<file path="src/rtl/clock_display_driver.sv">
`timescale 1ns/1ps
// clock_display_driver: converts binary h/m/s to BCD and scans a 6-digit common-anode 7-segment display.
// Ports: clock, reset_n (async, active-low); hours[3:0], minutes[5:0], seconds[5:0], am_pm, alarm_ringing in;
//        anode_n[5:0] digit enables, seg_n[6:0] {g,f,e,d,c,b,a}, dp_n decimal point, all active-low out.
// Macro LEAD_ZERO_BLANK_EN: when defined, digit 5 is blanked while the hours tens digit is zero.
module clock_display_driver #(
    parameter int SCAN_DIV  = 50000,
    parameter int FLASH_DIV = 25000000
) (
    input  logic       clock,
    input  logic       reset_n,
    input  logic [3:0] hours,
    input  logic [5:0] minutes,
    input  logic [5:0] seconds,
    input  logic       am_pm,
    input  logic       alarm_ringing,
    output logic [5:0] anode_n,
    output logic [6:0] seg_n,
    output logic       dp_n
);
    localparam int SW = (SCAN_DIV > 1) ? $clog2(SCAN_DIV) : 1;
    localparam int FW = (FLASH_DIV > 1) ? $clog2(FLASH_DIV) : 1;
    typedef enum logic [1:0] {IDLE, CONV, COMMIT} state_t;
    state_t state;
    logic [16:0] v, v_d, snap;
    logic [3:0] h, ht, mt, st;
    logic [5:0] m, s;
    logic [5:0][3:0] dig;
    logic disp_pm;
    logic [SW-1:0] scan_cnt;
    logic [FW-1:0] flash_cnt;
    logic flash_phase;
    logic [2:0] idx;
    logic [3:0] cur;
    logic blank, dp_cur, scan_wrap, flash_wrap;
    logic [6:0] seg_cur;
    function automatic logic [6:0] seg7(input logic [3:0] d);
        case (d)
            4'd0: seg7 = 7'b1000000;
            4'd1: seg7 = 7'b1111001;
            4'd2: seg7 = 7'b0100100;
            4'd3: seg7 = 7'b0110000;
            4'd4: seg7 = 7'b0011001;
            4'd5: seg7 = 7'b0010010;
            4'd6: seg7 = 7'b0000010;
            4'd7: seg7 = 7'b1111000;
            4'd8: seg7 = 7'b0000000;
            4'd9: seg7 = 7'b0010000;
            default: seg7 = 7'b1111111;
        endcase
    endfunction
    assign v = {hours, minutes, seconds, am_pm};
    // Converter: a conversion starts only from a snapshot of an input that held for a full cycle,
    // and results reach the display registers together in COMMIT so no digit mix is ever shown.
    always_ff @(posedge clock or negedge reset_n) begin
        if (!reset_n) begin
            state   <= IDLE;
            v_d     <= '0;
            snap    <= '0;
            h       <= '0;
            m       <= '0;
            s       <= '0;
            ht      <= '0;
            mt      <= '0;
            st      <= '0;
            dig     <= '0;
            disp_pm <= 1'b0;
        end else begin
            v_d <= v;
            case (state)
                IDLE: if (v == v_d && v_d != snap) begin
                    snap  <= v_d;
                    h     <= v_d[16:13];
                    m     <= v_d[12:7];
                    s     <= v_d[6:1];
                    ht    <= '0;
                    mt    <= '0;
                    st    <= '0;
                    state <= CONV;
                end
                CONV: begin
                    h  <= (h >= 4'd10) ? h - 4'd10 : h;
                    m  <= (m >= 6'd10) ? m - 6'd10 : m;
                    s  <= (s >= 6'd10) ? s - 6'd10 : s;
                    ht <= (h >= 4'd10) ? ht + 4'd1 : ht;
                    mt <= (m >= 6'd10) ? mt + 4'd1 : mt;
                    st <= (s >= 6'd10) ? st + 4'd1 : st;
                    if (h < 4'd10 && m < 6'd10 && s < 6'd10)
                        state <= COMMIT;
                end
                COMMIT: begin
                    dig     <= {ht, h, mt, m[3:0], st, s[3:0]};
                    disp_pm <= snap[0];
                    state   <= IDLE;
                end
                default: state <= IDLE;
            endcase
        end
    end
    assign cur = dig[idx];
`ifdef LEAD_ZERO_BLANK_EN
    assign blank = (idx == 3'd5) && (dig[5] == 4'd0);
`else
    assign blank = 1'b0;
`endif
    assign seg_cur    = blank ? 7'h7F : seg7(cur);
    assign dp_cur     = !((((idx == 3'd4) || (idx == 3'd2)) && !dig[0][0]) || ((idx == 3'd0) && disp_pm));
    assign scan_wrap  = scan_cnt == SW'(SCAN_DIV - 1);
    assign flash_wrap = flash_cnt == FW'(FLASH_DIV - 1);
    always_ff @(posedge clock or negedge reset_n) begin
        if (!reset_n) begin
            scan_cnt    <= '0;
            idx         <= '0;
            flash_cnt   <= '0;
            flash_phase <= 1'b0;
            anode_n     <= 6'b111111;
            seg_n       <= 7'h7F;
            dp_n        <= 1'b1;
        end else begin
            scan_cnt <= scan_wrap ? '0 : scan_cnt + 1'b1;
            if (scan_wrap)
                idx <= (idx == 3'd5) ? 3'd0 : idx + 3'd1;
            flash_cnt   <= (!alarm_ringing || flash_wrap) ? '0 : flash_cnt + 1'b1;
            flash_phase <= alarm_ringing && (flash_phase ^ flash_wrap);
            // Flash blanking only gates the anodes; the scan itself keeps running.
            anode_n <= flash_phase ? 6'b111111 : ~(6'd1 << idx);
            seg_n   <= seg_cur;
            dp_n    <= dp_cur;
        end
    end
endmodule
</file>
<file path="config.mk">
export PLATFORM = sky130hd
export DESIGN_NAME = clock_display_driver
export DESIGN_NICKNAME = d
export VERILOG_FILES = /design/src/rtl/clock_display_driver.sv
export SDC_FILE = /design/constraint.sdc
export NUM_CORES = 1
export LEC_CHECK = 0
export BUFFER_PORTS_ARGS = -buffer_cell sky130_fd_sc_hd__buf_2
export CAP_MARGIN = 10
export CORE_ASPECT_RATIO = 0.8
export CORE_MARGIN = 2
export CORE_UTILIZATION = 55
export CTS_CLUSTER_SIZE = 40
export DETAILED_ROUTE_END_ITERATION = 10
export PLACE_DENSITY = 0.81
export SLEW_MARGIN = 20
export SYNTH_ARGS = -nofsm -noshare
export SYNTH_HDL_FRONTEND = slang
export SYNTH_SLANG_ARGS = --single-unit
</file>
<file path="constraint.sdc">
create_clock -name clock -period 2.3 [get_ports clock]
set_clock_uncertainty 0.2 [all_clocks]
set_input_delay 0.23 -clock clock [delete_from_list [all_inputs] [get_ports clock]]
set_output_delay 0.23 -clock clock [all_outputs]
set_load 0.01 [all_outputs]
</file>
==> metrics.md <==
| Metric | Value |
|---|---|
| Fmax | 420 MHz |
| Top cell type's share of synthesized area | 0.484 |
| Port bufs | 33 |
| Synthesized area | 6920 µm² |
| Max-slew headroom | 0.635 |
| Post-DP Area | 7430 µm² |
| Clock latency on the worst-skew pair | 430 ps |
| Final min period | 2380 ps |
| Die Wd | 129 µm |
| Design Area, Final | 8370 µm² |
| H-tree lvl count | 4 |
| Initial Util | 0.565 |
| FF-to-FF End | snap[7] |
| CTS tree | built |
| Ratio of final minimum period to clock period | 1.04 |
| Root Buffer | clkbuf_16 |
| Top-count cell post-synth | dfrtp_1 |
| DIE AREA | 13,500 µm² |
| Worst hold path type | in2async |
| Pins Over Slew Limit | 0 |
| Leakage | 3.91 nW |
| Sequential element share of the synthesized area | 0.538 |
| Async SR Flop Fraction | 1.00 |
| Post-Synth XOR/XNOR Area | 0.0924 |
| Synth warnings | 0 |
| Post-Place Cells | 831 |
| R2r worst-path depth | 6 |
| First-pass GRT wire length | 24,800 µm |
| CP arrival | 2480 ps |
| Routability Congestion | 0.883 |
| Die Span Y | 104 µm |
| Via density | 5.70 |
| Drt pass-1 iters | 5 |
| Post-synthesis adder-cell area fraction | 0.0253 |
| Pre-CTS setup slack | -21.2 ps |
| Syn Inst Count | 621 |
| Pwr Total | 6.00 mW |
| Violated checks | setup timing |
| Clk slew on worst S/H paths | 60 ps |
| Drt wl/cell | 17.3 µm |
| Synth Area in Compound Gates | 0.0804 |
| Nets | 737 |
| Fill cell count | 869 |
| Antenna Nets Post-Route | 0 |
| Area Growth Syn to Fin | 21.0% |
| PwrDens | 717 nW/µm² |
| Clock buffer depth | 2 |
| Clk sinks | 148 |
| Routed WL | 15,300 µm |
| Worst-path maximum fanout | 20 |
| CP Capture Type | flip-flop |
| Largest net degree at the start of global routing | 57 |
| Hold_ws | 144 ps |
| Drt drc | 0 |
| FP Rows | 36 |
| IO Pins | 34 |
| Number of setup violations in the final report | 22 |
| Post-DP HPWL | 10,100 µm |
| Synth top cells by count | dfrtp_1, nor2_1, xor2_1, mux2_2, nand2_1 |
| Ranking of synthesized cells by area | dfrtp_1, mux2_2, xor2_1, dfstp_2, nor2_1 |
| CORE AREA | 12,300 µm² |
| Worst setup margin | -81.5 ps |
| Top FF cell, synth | dfrtp_1 |
| Largest family of logic cells by synthesized area | simple AND/OR/NAND/NOR gates |
| Unrepaired setup endpoints after global routing | yes |
| Worst R2R Setup Slack | -80 ps |
| Mux contribution to synthesized area | 0.0960 |
| Number of global-route vias before repair | 5,019 |
| Overflow after GRT | 0 |
| Status | finished with violations |
| Post-Route Setup TNS | -933 ps |
| Antenna diodes | 0 |
| Layout Cells excl Fill | 887 |
| Vias | 5,054 |
| Simple-gate share of the synthesized area | 0.141 |
| Num CTS Buffers | 17 |
| Max IR drop VDD | 0.000586 V |
| Iteration-0 DRC count of the detailed router | 371 |
| Count of cell types in the netlist | 51 |
| Avg Inst Size Synth | 11.1 µm² |
| Post-synth EDFFs | 0 |
| R2r startpoint | v_d[8] |
| Startpoint types | flip-flop |
| Maxcap violations | 0 |
| Slew @ Worst Pin | 541 ps |
| Initial antenna violation count | 0 |
| Final Hold Violating Endpoints | 0 |
| CP Class | reg2reg |
| Worst EP required | 2400 ps |
| Flops & latches, synth | 148 |
| Post-Syn Nets | 655 |
| All-layer global routing usage | 0.237 |
| Post-Route Utilization | 0.684 |
| Largest area contributor in the netlist | dfrtp_1 |
| Share of layout cells above drive strength 1 | 0.235 |
area by class of cell:
cell class,instances,area (µm²),area share
timing repair buffer,83,643,0.0768
clock buffer,22,454,0.0542
tap,171,214,0.0255
clock inverter,10,203,0.0242
sequential,148,3720,0.445
inverter,21,78.8,0.00941
multi-input combinational,432,3060,0.365
what timing repair did:
| action | CTS | global route |
|---|---|---|
| pin swaps | 0 | 1 |
| setup buffers | 0 | 5 |
| endpoints found under the hold margin | 69 | 0 |
| hold buffers | 19 | 0 |
| resized for setup | 1 | 17 |
| endpoints found under the setup margin | 1 | 37 |
worst max-delay path: stages, from the launching register on:
cell and delay (ps):
dfrtp_2 440, xor2_1 190, nor4_1 340, nand4_1 210
o2111ai_2 290, buf_8 220, mux2_2 370
flip-flops by register name (all words and copies together), names as in the netlist, 3 cells and up:
| signal | cells |
|---|---|
| flash_cnt | 25 |
| dig | 24 |
| snap | 17 |
| v_d | 17 |
| scan_cnt | 16 |
| seg_n | 7 |
| anode_n | 6 |
| m | 6 |
| s | 6 |
| h | 4 |
| ht | 4 |
| mt | 4 |
| st | 4 |
| idx | 3 |
per-layer routing:
| metal | vias up | wire length (µm) | global-route usage |
|---|---|---|---|
| li1 | 2338 | - | - |
| met4 | 0 | 180 | 0.0676 |
| met1 | 2553 | 6860 | 0.330 |
| met2 | 148 | 7510 | 0.370 |
| met5 | - | 0 | 0 |
| met3 | 15 | 746 | 0.0638 |
where the power goes:
group          switching (mW)  total [mW]  internal (mW)
Sequential             0.0368        2.67           2.64
Combinational           0.135       0.241          0.105
Clock                    1.03        3.09           2.06
Total                    1.21        6.00           4.80
cells by family after synthesis:
logic type,Yosys count
buf+inv,41
xor+xnor,73
fa+ha+maj,14
simple gates,208
flops,148
compound gates,81
mux,56
how the worst max path moves through the flow:
stage,from,to,slack [ps],depth (start not counted)
6_report,v_d[8],snap[7],-80,6
5_1_grt,v_d[8],snap[7],-140,6
4_1_cts,v_d[0],h[0],5,6
3_5_place_dp,v_d[14],s[1],-20,6
3_3_place_gp,v_d[13],h[1],90,6
2_1_floorplan,v_d[14],snap[10],110,6
cells in the final DEF, fill, tap and decap left out, types with 7 or more instances in the layout:
cell type and instances:
nand2_1 43, and3_1 7, dlygate4sd3_1 19, ha_1 14, nor2_1 74, buf_4 26
xnor2_1 26, clkbuf_16 17, buf_2 32, nand3_1 27, mux2_2 37, inv_1 19
a21oi_1 21, nor3_1 9, o21ai_0 15, dfstp_2 14, dfrtp_1 132, mux2i_1 9
nand4_1 18, xor2_1 47
(Power assumes the default switching activity.)
